$ cat config.mk
export PLATFORM = sky130hd
export DESIGN_NAME = doppler_ramp_ctrl
export DESIGN_NICKNAME = d
export VERILOG_FILES = /design/src/rtl/doppler_ramp_ctrl.sv
export SDC_FILE = /design/constraint.sdc
export NUM_CORES = 1
export LEC_CHECK = 0
export CAP_MARGIN = 10
export CORE_UTILIZATION = 23
export DETAILED_ROUTE_END_ITERATION = 12
export HOLD_SLACK_MARGIN = 0.02
export MAX_ROUTING_LAYER = met4
export PLACE_DENSITY = 0.4
export SETUP_SLACK_MARGIN = 0.3
export SLEW_MARGIN = 5
export SYNTH_ARGS = -nofsm -noshare
export SYNTH_HDL_FRONTEND = slang
export SYNTH_SLANG_ARGS = --single-unit
$ cat constraint.sdc
create_clock -name clk -period 12.6 [get_ports clk]
set_input_delay 3.15 -clock clk [delete_from_list [all_inputs] [get_ports clk]]
set_output_delay 3.15 -clock clk [all_outputs]
set_load 0.02 [all_outputs]
$ cat src/rtl/doppler_ramp_ctrl.sv
// rtl/doppler_ramp_ctrl.sv - Doppler frequency ramp controller driving the NCO phase-increment word
module doppler_ramp_ctrl #(
    parameter int FREQ_W     = 32,
    parameter int INTERVAL_W = 16
) (
    input  logic                  clk,
    input  logic                  rst,
    input  logic                  cmd_valid,
    output logic                  cmd_ready,
    input  logic [FREQ_W-1:0]     cmd_target,
    input  logic [FREQ_W-1:0]     cmd_step,
    input  logic [INTERVAL_W-1:0] cmd_interval,
    input  logic                  cmd_immediate,
    output logic [FREQ_W-1:0]     freq,
    output logic                  nco_enable,
    output logic                  ramping,
    output logic                  done
);

    typedef enum logic {IDLE, RAMP} state_t;

    state_t                state_q, state_d;
    logic [FREQ_W-1:0]     freq_d;
    logic [FREQ_W-1:0]     target_q, target_d;
    logic [FREQ_W-1:0]     step_q, step_d;
    logic [INTERVAL_W-1:0] reload_q, reload_d;
    logic [INTERVAL_W-1:0] count_q, count_d;
    logic                  done_d;
    logic                  nco_enable_d;

    logic                  accept;
    logic                  load_now;
    logic [INTERVAL_W-1:0] cmd_reload;
    logic [FREQ_W:0]       diff;
    logic [FREQ_W:0]       abs_diff;
    logic                  within_step;

    assign cmd_ready = ~rst;
    assign accept    = cmd_valid & cmd_ready;
    assign ramping   = (state_q == RAMP);
    assign load_now  = cmd_immediate | (cmd_step == '0) | (cmd_target == freq);
    assign cmd_reload = (cmd_interval == '0) ? '0 : cmd_interval - INTERVAL_W'(1);

    // One extra bit keeps target - freq from wrapping across the signed range.
    assign diff        = {target_q[FREQ_W-1], target_q} - {freq[FREQ_W-1], freq};
    assign abs_diff    = diff[FREQ_W] ? (~diff + (FREQ_W+1)'(1)) : diff;
    assign within_step = abs_diff <= {1'b0, step_q};

    always_comb begin
        state_d      = state_q;
        freq_d       = freq;
        target_d     = target_q;
        step_d       = step_q;
        reload_d     = reload_q;
        count_d      = count_q;
        done_d       = 1'b0;
        nco_enable_d = nco_enable;

        if (accept) begin
            // A new command pre-empts any update scheduled on this edge.
            nco_enable_d = 1'b1;
            if (load_now) begin
                freq_d  = cmd_target;
                done_d  = 1'b1;
                state_d = IDLE;
            end else begin
                target_d = cmd_target;
                step_d   = cmd_step;
                reload_d = cmd_reload;
                count_d  = cmd_reload;
                state_d  = RAMP;
            end
        end else if (state_q == RAMP) begin
            if (count_q == '0) begin
                count_d = reload_q;
                if (within_step) begin
                    freq_d  = target_q;
                    done_d  = 1'b1;
                    state_d = IDLE;
                end else if (diff[FREQ_W]) begin
                    freq_d = freq - step_q;
                end else begin
                    freq_d = freq + step_q;
                end
            end else begin
                count_d = count_q - INTERVAL_W'(1);
            end
        end
    end

    always_ff @(posedge clk) begin
        if (rst) begin
            state_q    <= IDLE;
            freq       <= '0;
            target_q   <= '0;
            step_q     <= '0;
            reload_q   <= '0;
            count_q    <= '0;
            done       <= 1'b0;
            nco_enable <= 1'b0;
        end else begin
            state_q    <= state_d;
            freq       <= freq_d;
            target_q   <= target_d;
            step_q     <= step_d;
            reload_q   <= reload_d;
            count_q    <= count_d;
            done       <= done_d;
            nco_enable <= nco_enable_d;
        end
    end

endmodule

# --- Word level (Yosys, flattened, before mapping) ---
# Cells that the tools add are included.
totals:
  out_inout_bits: 36
  ff_bits: 131
  wordCells: 54
  input_bits: 84
classes:
  n_eq_ne: 3
  order_cmp: 1
  mux: 22
  bitwise: 6
  add_sub_neg: 6
  reduce_logical: 8
ops:
  columns: ["operator", "n"]
  rows:
  - ["32-bit 2-to-1 mux", 6]
  - ["16-bit 2-to-1 mux", 5]
  - ["33-bit by 1-bit adder with 33-bit output, second input constant", 1]
  - ["33-bit by 32-bit less-or-equal comparator with 1-bit output", 1]
  - ["33-bit 2-to-1 mux", 1]
  - ["33-bit inverter", 1]
  - ["32-bit by 32-bit subtractor with 33-bit output", 1]
  - ["32-bit adder", 1]
  - ["32-bit == test", 1]
  - ["16-bit logical NOT", 2]
  - ["32-bit logical NOT", 1]
  - ["16-bit by 1-bit subtractor with 16-bit output, second input constant", 2]
  - ["32-bit subtractor", 1]
  - ["1-bit 2-to-1 mux", 10]
  - ["2-bit AND reduction", 2]
  - ["2-bit nonzero test", 2]
  - ["3-bit AND reduction", 1]
  - ["2-bit by 1-bit != test with 1-bit output, second input constant", 1]
  - ["2-bit != test, second input constant", 1]
  - ["1-bit inverter", 2]
  - ["1-bit bitwise OR", 2]
  - ["1-bit bitwise AND", 1]

# --- Logic depth before layout (Yosys ltp) ---
# Gate-level depths: netlist of the first run.
depth:
  depth_word: 9
  depth_mapped: 26
  mapped_depth_nobuf: 24

# --- Worst setup path before layout of the first run ---
# Ideal clock, no wire load.
synth_timing:
  path_kind: "input to output"
  from: "input port rst"
  to: "output port cmd_ready"
  required_ns: 9.450
  n_path_buf: 1
  slack_ns: 5.792
  cell_stages: 2
  t_arrival_ns: 3.658
  path_cell_list: "inv_1 > clkbuf_1"
synth_via:
  elab_chain_len: 1
synth_rtl:
  columns: ["item", "line_no", "source"]
  rows:
  - ["from (decl)", "7", "input logic rst,"]
  - ["1-bit inverter", "38", "assign cmd_ready = ~rst;"]
  - ["to (decl)", "9", "output logic cmd_ready,"]
# Every way passes these cells.

# --- Worst setup path after layout of the first run ---
# Ends and elaborated chain as after synthesis.

==> metrics.md, run 1 <==
| Metric | Value |
|---|---|
| Outcome | completed |
| Initial drt markers | approximately 800 |
| Clock slew at reported path FFs | about 0.060 ns |
| Yosys reg bits | between 100 and 150 |
| Die footprint | between 0.05 and 0.06 sq mm |
| Number of port buffers | 119 |
| Fin util | 0.279 |
| Remaining DRCs | 0 |
| Syn Inst Count | ~1.7k |
| I/O pin cnt | between 100 and 150 |
| Global-route wire length before repair | ~76000 um |
| First drt pass iteration count | 5 |
| Met1 global-route usage | 0.250 |
| Synthesized cell area | ~0.013 sq mm |
| Asr flop ratio synth | 0 |
| R2R Setup Slk | 5.19 ns |
| TNS Setup | 0 ns |
| Root Driver | clkbuf_16 |
| Most area-hungry cell type in the Yosys netlist | dfxtp_1 |
| Least-Margin Pin Slew | about 1.1 ns |
| Htree depth | 4 |
| Reg2Reg Depth | 23 |
| Vias | 12.5k |
| Gr busiest metal | met2 |
| Max Buffers Root-to-Sink | 2 |
| Post-synth EDFFs | 0 |
| Placed Area | around 0.014 sq mm |
| Cts hold-fix bufs | 0 |
| Met3 usage | 0.0191 |
| Peak VDD IR | 444 uV |
| Register area share after synthesis | 0.208 |
| Vias in the first global route | between 10k and 15k |
| CP arrival | approximately 4.6 ns |
| Max Freq | roughly 0.13 GHz |
| Synth Net Count | approximately 1.9k |
| Startpoint types | input port |
| Final setup violation count | 0 |
| Clock power share | 0.104 |
| Diode count | 0 |
| Setup CP Type | in -> out |
| Mux cell area share after synthesis | 0.0485 |
| Core Area | between 0.05 and 0.06 sq mm |
| Total CTS buffers | 17 |
| Final std cells w/o fill | around 2.5k |
| Max transition margin | 0.241 |
| Share of cells above drive strength 1 | 0.0545 |
| Routed len/inst | just over 20 um |
| Largest net degree at the start of global routing | 73 |
| Worst-path fanout max | 31 |
| Worst path slowest cell | clkdlybuf4s50_1 |
| Hpwl dp | just under 40000 um |
| Postcts setup bufs | 0 |
| RSZ-0062 raised after global routing | false |
| Internal | approximately 2400 uW |
| Fin area | ~0.015 sq mm |
| Post-synthesis simple-gate area fraction | 0.209 |
| Leak | between 0.005 and 0.006 uW |
| Pins over their slew limit | 0 |
| Crit-path cells | buf_4 > inv_1 > clkdlybuf4s50_1 |
| Nets | slightly below 2k |
| Max-cap viol count | 0 |
| GPL Wtd Cong | about 0.87 |
| GRT Total Usage | 0.185 |
| Row cnt | 85 |
| CTS resizes | 0 |
| Total Wirelength | 50100 um |
| DIE HEIGHT | 236 um |
| CTS sink cnt | between 100 and 150 |
| Clk_skew | between 0.015 and 0.02 ns |
| Most frequently used flop master after synthesis | dfxtp_1 |
| Synth Area in Adders | 0.102 |
| Worst setup path startpoint | rst |
| Largest cells by area after synthesis | dfxtp_1 (21%), ha_1 (9.9%), xnor2_1 (8.3%), nor2_1 (5.0%), a21oi_1 (5.0%) |
| Sw Ratio | 0.530 |
| Tcrit/Tclk final | 0.617 |
| Crit. End Element | output port |
| Distinct cells, synth | a little over 90 |
| Hold Path Class | reg -> reg |
| Area Overhead vs Synth | 19.4% |
| Synth warn | 0 |
| Net Sw Power | around 2700 uW |
| GRT overflow | 0 |
| Area fraction of the dominant cell type after synthesis | 0.208 |
| Antenna violations before repair | 0 |
| Combinational power share | 0.787 |
| Worst-Skew Late Latency | about 0.47 ns |
| Register share of total power | 0.109 |
| CTS tree | done |
| ANT nets after route | 0 |
| Setup crit end | cmd_ready |
| Die width | 236 um |
| Reg2Reg Capture Point | done |
| Max incr delay on CP | just over 0.7 ns |
| Most frequent cell after synthesis | nor2_1 |
| Initial Utilization | 0.234 |
| Critical R2R Launch | freq[0] |
| Synth top cells by count | nor2_1 (168), nand2_1 (162), dfxtp_1 (131) |
| Grt met2 use | 0.293 |
| Avg Cell Area, Syn | about 7.5 sq um |
| Tmin final | 7.78 ns |
| Hold Fails Final Rpt | 0 |
| Worst EP required | between 9 and 10 ns |
| Fill cells | about 5.9k |
| Largest family of logic cells by synthesized area | compound AO/OA/AOI/OAI gates |
| Via-to-Cell Ratio | ~5.1 |
| Pwr/cell area | around 340 mW/mm^2 |
| Compound-Gate Fraction of Synth Area | 0.273 |
| Placed insts | approximately 2.4k |
| XOR/XNOR Fraction of Synth Area | 0.106 |
-- routing by layer --
| layer | vias up | wire length, um |
|---|---|---|
| met5 | - | 0 |
| met4 | 0 | 720 |
| met3 | 28 | 1710 |
| met2 | 244 | 23000 |
| met1 | 6018 | 24700 |
| li1 | 6247 | - |
-- logic make-up (layout without fill, tap and decap cells) --
kind of cell             after synthesis  in the layout
XOR/XNOR                             153            153
AND/OR/NAND/NOR                      554            554
AO/OA/AOI/OAI                        508            508
multiplexers                          61             61
flip-flops                           131            131
buffers and inverters                166            251
adder cells (fa/ha/maj)              102            102
-- per-stage QoR --
step           hold slack, ns  worst slack (ns)  total power [uW]
5_1_grt                 0.487              4.68              5620
4_1_cts                 0.472              4.77              5180
2_1_floorplan           0.432              5.79              3660
6_report                0.469              4.82              5150
3_3_place_gp            0.455              4.79              4580
3_5_place_dp            0.457              4.77              4610
-- worst min path at each step --
stage,slack (ns),cells past startpoint,startpoint,endpoint
after floorplan,0.43,2,reload_q[15],reload_q[15]
after global placement,0.45,2,reload_q[15],reload_q[15]
after detailed placement,0.46,2,reload_q[15],reload_q[15]
after CTS,0.47,2,reload_q[15],reload_q[15]
after global routing,0.49,2,nco_enable,nco_enable
final,0.47,2,reload_q[15],reload_q[15]
-- flip-flops by register name, summed over array words and instances (netlist names) --
register,count
nco_enable,1
ramping,1
target_q,32
count_q,16
done,1
freq,32
step_q,32
reload_q,16
-- layout by cell type (no fill, tap or decap), types with 5 or more instances in the layout --
master             n
nor2_1           166
nand2_1          162
dfxtp_1          131
a21oi_1          124
xnor2_1          119
clkdlybuf4s50_1  118
o21ai_0          105
ha_1             100
inv_1             87
mux2i_1           59
nor3_1            53
o31ai_1           50
a211oi_1          45
a21o_1            34
xor2_1            34
nand4_1           30
nor4_1            24
nand3_1           18
clkbuf_16         17
a22oi_2           15
nor2b_1           14
or3_1             13
and2_1            13
buf_4             12
o211ai_1          11
o21a_1            11
o21bai_1          10
a31oi_1           10
a22oi_1           10
nand2b_1           9
o21ai_1            8
and3_1             8
or4_1              7
nand3b_1           5
nor3b_1            5
a211o_1            5
or2_2              5
-- layout make-up --
class | instances | area, sq um | area share
Inverter | 89 | 334 | 0.0222
Clock inverter | 12 | 148 | 0.00979
Timing Repair Buffer | 130 | 1270 | 0.0843
Tap cell | 696 | 871 | 0.0578
Multi-Input combinational cell | 1378 | 9380 | 0.622
Sequential cell | 131 | 2620 | 0.174
Clock buffer | 20 | 457 | 0.0303
-- critical path, delay by kind of cell --
family	cells	cell delay (ns)
buf+inv	3	1.45
-- power by group through the flow --
stage                     combinational, uW  sequential (uW)  clock, uW
after global placement                 4010              572          0
after global routing                   4490              571        565
after floorplan                        3090              568          0
after CTS                              4070              563        553
after detailed placement               4030              572          0
final                                  4060              561        535
Power figures use the tool's default switching activity.
==> run 2: changes to the inputs <==
Clock period 12.6 ns to 8.1 ns, I/O delays scaled along.
==> run 2 against run 1 <==
Compared with the run above: setup slack got worse by 4.0 ns; critical path type is now reg -> reg; highest routed layer unchanged; critical path depth increased by 20; register-to-register slack worse by 4.4 ns; combinational power up 58%; wire length rose by 2.9%; final area hardly changed; critical endpoint is now freq[25]; sequential power grew 52%.
==> metrics.md, run 2 (same netlist as run 1, synthesis figures left out) <==
| Metric | Value |
|---|---|
| Outcome | completed |
| TNS Setup | 0 ns (unchanged) |
| Crit-path cells | ha_1 > fa_1 > nor2b_1 > o31a_1 > o211ai_1 > or4b_1 > nor3b_1 > o21ai_0 > or3_1 > or3_1 > nor3_2 > a21oi_1 > xnor2_1 > ha_1 > nor2b_1 > a2111oi_0 > o211ai_1 > a21oi_1 > a21oi_1 > a21o_2 > buf_4 > mux2i_1 > a22oi_2 |
| Pins over their slew limit | 0 (unchanged) |
| Worst path slowest cell | or4b_1 |
| Regs by FF count | freq: 32 flops, step_q: 32 flops, target_q: 32 flops |
| Crit-path most repeated cell | a21oi_1 |
| Total CTS buffers | 17 (unchanged) |
| Met3 usage | 0.0355 (+0.0164) |
| Hold Fails Final Rpt | 0 (unchanged) |
| GRT overflow | 0 (unchanged) |
| Critical R2R Launch | freq[0] |
| Crit. End Element | flip-flop |
| Initial drt markers | 1067 (+36%) |
| Gr busiest metal | met2 |
| Row cnt | 85 (unchanged) |
| Area occupied by multi-input gates | 0.00938 sq mm (about the same) |
| Internal | 3750 uW (+55%) |
| Max-cap viol count | 0 (unchanged) |
| Routed len/inst | 20.9 um (+2.7%) |
| Nets | 1939 (+0.31%) |
| Vias in the first global route | 12.2k (+1.1%) |
| Max incr delay on CP | 0.61 ns (-0.11 ns) |
| Clk_skew | 0.0223 ns (+0.00349 ns) |
| Met1 global-route usage | 0.249 (-0.00127) |
| Antenna violations before repair | 0 (unchanged) |
| Global-route wire length before repair | 77300 um (+1.5%) |
| Tmin final | 7.29 ns |
| Die width | 236 um (unchanged) |
| GPL Wtd Cong | 0.911 (+5.0%) |
| Setup CP Type | reg -> reg |
| Die footprint | 0.0558 sq mm (unchanged) |
| Least-Margin Pin Slew | 1.07 ns (-0.0644 ns) |
| Root Driver | clkbuf_16 |
| Fill cells | 5950 (+0.35%) |
| Most common cell after layout, fill and taps aside | nor2_1 |
| RSZ-0062 raised after global routing | false |
| Worst-Skew Late Latency | 0.47 ns (about the same) |
| GRT Total Usage | 0.189 (+0.00422) |
| Placed Area | 0.0145 sq mm (+0.31%) |
| Worst-path fanout max | 27 (-13%) |
| CTS tree | done |
| Final std cells w/o fill | 2461 (+0.20%) |
| Worst setup path startpoint | freq[0] |
| ANT nets after route | 0 (unchanged) |
| Register Area | 0.00262 sq mm (unchanged) |
| Placed insts | 2430 (+0.25%) |
| Sw Ratio | 0.534 (+0.00407) |
| Combinational power share | 0.795 (+0.008) |
| Grt met2 use | 0.290 (-0.00276) |
| Net Sw Power | 4300 uW (+58%) |
| Hold Path Class | reg -> reg |
| Clock power share | 0.099 (-0.005) |
| Hpwl dp | 40400 um (+2.7%) |
| Most frequent cells in the layout | nor2_1 (166), nand2_1 (162), dfxtp_1 (131) |
| Max transition margin | 0.277 (+0.0358) |
| Startpoint types | flip-flop |
| CP arrival | 7.62 ns (+2.99 ns) |
| Share of cells above drive strength 1 | 0.0584 (+0.00381) |
| Tcrit/Tclk final | 0.900 |
| Remaining DRCs | 0 (unchanged) |
| Via-to-Cell Ratio | 5.15 (+0.86%) |
| Max Buffers Root-to-Sink | 2 (unchanged) |
| DIE HEIGHT | 236 um (unchanged) |
| Number of port buffers | 119 (unchanged) |
| CTS sink cnt | 131 (unchanged) |
| Register share of total power | 0.106 (-0.003) |
| Postcts setup bufs | 0 (unchanged) |
| Worst EP required | 8.43 ns (-1.02 ns) |
| Diode count | 0 (unchanged) |
| Leak | 0.00556 uW (+0.28%) |
| Area Overhead vs Synth | 19.5% (about the same) |
| Peak VDD IR | 617 uV (+39%) |
| Clock slew at reported path FFs | 0.07 ns (about the same) |
| I/O pin cnt | 120 (unchanged) |
| First drt pass iteration count | 8 (+3) |
| Hold Path Origin | reload_q[15] |
| Pwr/cell area | 534 mW/mm^2 (+56%) |
| Final setup violation count | 0 (unchanged) |
| Vias | 12.7k (+1.1%) |
| Core Area | 0.0540 sq mm (unchanged) |
| Total Wirelength | 51500 um (+2.9%) |
| Initial Utilization | 0.234 (unchanged) |
| Htree depth | 4 (unchanged) |
| Max Freq | roughly 0.14 GHz |
| Largest net degree at the start of global routing | 76 (+4.1%) |
| Fin area | 0.0151 sq mm (about the same) |
## run 2: path summary, 6_finish.rpt
check | end | slack, ns | cells after the start
min reg2reg | reload_q[15] | 0.47 | 2
max reg2reg | freq[25] | 0.81 | 23
max | freq[25] | 0.81 | 23
min | reload_q[15] | 0.47 | 2
## run 2: final cells by class
cell class | count | share of cell area
inverter | 89 | 0.0221
clock inverter | 13 | 0.00854
sequential | 131 | 0.174
clock buffer | 18 | 0.0291
timing repair buffer | 136 | 0.0872
multi-input combinational | 1378 | 0.622
tap | 696 | 0.0577
## run 2: power by group through the flow
stage	Clock [uW]	Sequential (uW)	Combinational, uW
after floorplan	0	884	4810
after global placement	0	865	6370
after detailed placement	0	867	6370
after CTS	824	853	6410
after global routing	849	867	7020
final	797	854	6400
## run 2: layer usage
| metal | part of all wire | vias up |
|---|---|---|
| met5 | 0 | - |
| met1 | 0.48 | 6055 |
| met4 | 0.026 | 0 |
| met2 | 0.45 | 298 |
| met3 | 0.044 | 53 |
| li1 | - | 6264 |
## run 2: worst max-delay path, delay by kind of cell (launching register included)
| kind | cells | cell delay [ns] |
|---|---|---|
| AO/OA/AOI/OAI | 10 | 2.58 |
| AND/OR/NAND/NOR | 7 | 2.50 |
| flip-flops | 1 | 0.36 |
| XOR/XNOR | 1 | 0.14 |
| multiplexers | 1 | 0.23 |
| adder cells (fa/ha/maj) | 3 | 0.97 |
| buffers and inverters | 1 | 0.37 |
## run 2: repair_timing
item	CTS	global route
endpoints found under the hold margin	0	0
hold buffers	0	0
gates resized for setup	0	1
setup endpoints to repair	0	2
## run 2: metrics by stage
step / hold slack (ns) / util / setup WS (ns) / total power (uW)
6_report: 0.473 / 0.279 / 0.811 / 8050
5_1_grt: 0.475 / 0.279 / 0.343 / 8730
4_1_cts: 0.470 / 0.279 / 0.841 / 8090
3_5_place_dp: 0.460 / 0.269 / 0.858 / 7240
3_3_place_gp: 0.453 / 0.269 / 0.880 / 7240
2_1_floorplan: 0.432 / - / 2.15 / 5700
==> run 3: changes to the inputs <==
Settings changed: RECOVER_POWER set to 25.
==> run 3 against run 2 <==
Compared with the run above: clock skew hardly changed; count of clock-buffer cells in the layout stayed put; register-to-register slack better by 0.03 ns; power is 0.40% lower; setup slack better by 0.029 ns; final cell count stayed put; sequential share of layout area hardly changed; highest routed layer unchanged.
==> metrics.md, run 3 (same netlist as run 1, synthesis figures left out) <==
| Metric | Value |
|---|---|
| Outcome | completed |
| Max Buffers Root-to-Sink | 2 (unchanged) |
| Reg2Reg Depth | 23 (unchanged) |
| Worst EP required | 8.44 ns (about the same) |
| Gr busiest metal | met2 |
| Leak | 0.00566 uW (+1.9%) |
| Core Area | 0.0540 sq mm (unchanged) |
| Number of port buffers | 119 (unchanged) |
| Setup WS post-layout | 0.840 ns (+0.0290 ns) |
| Routed len/inst | 21.0 um (+0.13%) |
| Vias in the first global route | 12.2k (unchanged) |
| Htree depth | 4 (unchanged) |
| Hold Path Class | reg -> reg |
| Tmin final | 7.26 ns (-0.0290 ns) |
| Nets | 1939 (unchanged) |
| Clock slew at reported path FFs | 0.07 ns (about the same) |
| Diode count | 0 (unchanged) |
| Least-Margin Pin Slew | 1.48 ns (+0.405 ns) |
| Crit. End Element | flip-flop |
| CTS resizes | 0 (unchanged) |
| Reg2Reg Capture Point | freq[25] |
| R2R Setup Slk | 0.84 ns (+0.03 ns) |
| Largest net degree at the start of global routing | 76 (unchanged) |
| Die footprint | 0.0558 sq mm (unchanged) |
| Tcrit/Tclk final | 0.896 (-0.00357) |
| CTS sink cnt | 131 (unchanged) |
| Max Freq | 0.138 GHz (+0.40%) |
| Met1 global-route usage | 0.249 (unchanged) |
| First drt pass iteration count | 6 (-2) |
| Hold Path Origin | reload_q[15] |
| Hold EP | reload_q[15] |
| Most frequent cells in the layout | nor2_1 (166), nand2_1 (162), dfxtp_1 (131) |
| Pins over their slew limit | 0 (unchanged) |
| CTS tree | done |
| TNS Setup | 0 ns (unchanged) |
| GRT Total Usage | 0.189 (unchanged) |
| Total chip power | 8020 uW (-0.40%) |
| Remaining DRCs | 0 (unchanged) |
| Area Overhead vs Synth | 19.5% (about the same) |
| Worst-path fanout max | 27 (unchanged) |
| Hold_ws | 0.471 ns (-0.00253 ns) |
| Initial drt markers | 1004 (-5.9%) |
| Vias | 12.7k (-0.10%) |
| Cts hold-fix bufs | 0 (unchanged) |
| Startpoint types | flip-flop |
| Peak VDD IR | 612 uV (-0.83%) |
| DIE HEIGHT | 236 um (unchanged) |
| Max-cap viol count | 0 (unchanged) |
| Worst slack at placement | 0.858 ns (unchanged) |
| Fin area | 0.0151 sq mm (about the same) |
| Initial Utilization | 0.234 (unchanged) |
| Antenna violations before repair | 1 (+1) |
| ANT nets after route | 0 (unchanged) |
| Hold Fails Final Rpt | 0 (unchanged) |
| Placed Area | 0.0145 sq mm (unchanged) |
| RSZ-0062 raised after global routing | false |
| Hpwl dp | 40400 um (unchanged) |
| Grt met2 use | 0.290 (unchanged) |
| Regs by FF count | freq: 32 flops, step_q: 32 flops, target_q: 32 flops |
| Clk_skew | 0.0220 ns (-0.000278 ns) |
| Total CTS buffers | 17 (unchanged) |
| GRT overflow | 0 (unchanged) |
| Met3 usage | 0.0355 (unchanged) |
| I/O pin cnt | 120 (unchanged) |
| Global-route wire length before repair | 77300 um (unchanged) |
| Pwr/cell area | 532 mW/mm^2 (-0.37%) |
| Most common cell after layout, fill and taps aside | nor2_1 |
| Critical R2R Launch | freq[0] |
| Row cnt | 85 (unchanged) |
| Worst-Skew Late Latency | 0.47 ns (about the same) |
| CP arrival | 7.60 ns (-0.02 ns) |
| Postcts setup bufs | 0 (unchanged) |
| Hold Crit Depth | 2 (unchanged) |
| Share of cells above drive strength 1 | 0.0578 (-0.000567) |
| Via-to-Cell Ratio | 5.14 (-0.10%) |
| Root Driver | clkbuf_16 |
| Setup CP Type | reg -> reg |
| Final setup violation count | 0 (unchanged) |
| Total Wirelength | 51600 um (+0.13%) |
| Max transition margin | 0.0159 (-0.261) |
| GPL Wtd Cong | 0.911 (unchanged) |
| Die width | 236 um (unchanged) |
run 3: critical path, stage by stage, from the launching register on:
cell	delay [ns]
dfxtp_1	0.36
ha_1	0.25
fa_1	0.41
nor2b_1	0.30
o31a_1	0.29
o211ai_1	0.24
or4b_1	0.61
nor3b_1	0.30
o21ai_0	0.27
or3_1	0.39
or3_1	0.46
nor3_2	0.29
a21oi_1	0.12
xnor2_1	0.14
ha_1	0.31
nor2b_1	0.14
a2111oi_0	0.59
o211ai_1	0.18
a21oi_1	0.15
a21oi_1	0.13
a21o_2	0.52
buf_4	0.37
mux2i_1	0.23
a22oi_2	0.07
run 3: how the worst max path moves through the flow:
stage	startpoint	to	slack, ns	cells past startpoint
floorplan	freq[0]	freq[10]	2.15	24
global placement	freq[4]	freq[22]	0.88	23
detailed placement	freq[4]	freq[22]	0.86	23
CTS	freq[4]	freq[22]	0.84	23
global route	freq[0]	freq[22]	0.35	23
finish	freq[0]	freq[25]	0.84	23
run 3: stage by stage:
stage	util	instances
final	0.279	2461
after global routing	0.279	2461
after CTS	0.279	2461
after detailed placement	0.269	2430
after global placement	0.269	2430
after floorplan	-	1675
run 3: area by class of cell:
type	count	area (sq um)
clock buffers	18	439
inverters	89	334
fillers	5950	38900
multi-input cells	1378	9380
repair buffers	136	1310
clock inverters	13	129
flip-flops and latches	131	2620
well taps	696	871
run 3: routing by layer:
layer  routed length, um  share of wire
met5                   0              0
met4                1380          0.027
met3                2650          0.051
met2               23000           0.45
met1               24600           0.48
run 3: where the power goes:
group	internal [uW]	switching [uW]	total (uW)
logic	2580	3800	6370
registers	725	126	851
clock network	433	365	799
total	3730	4290	8020
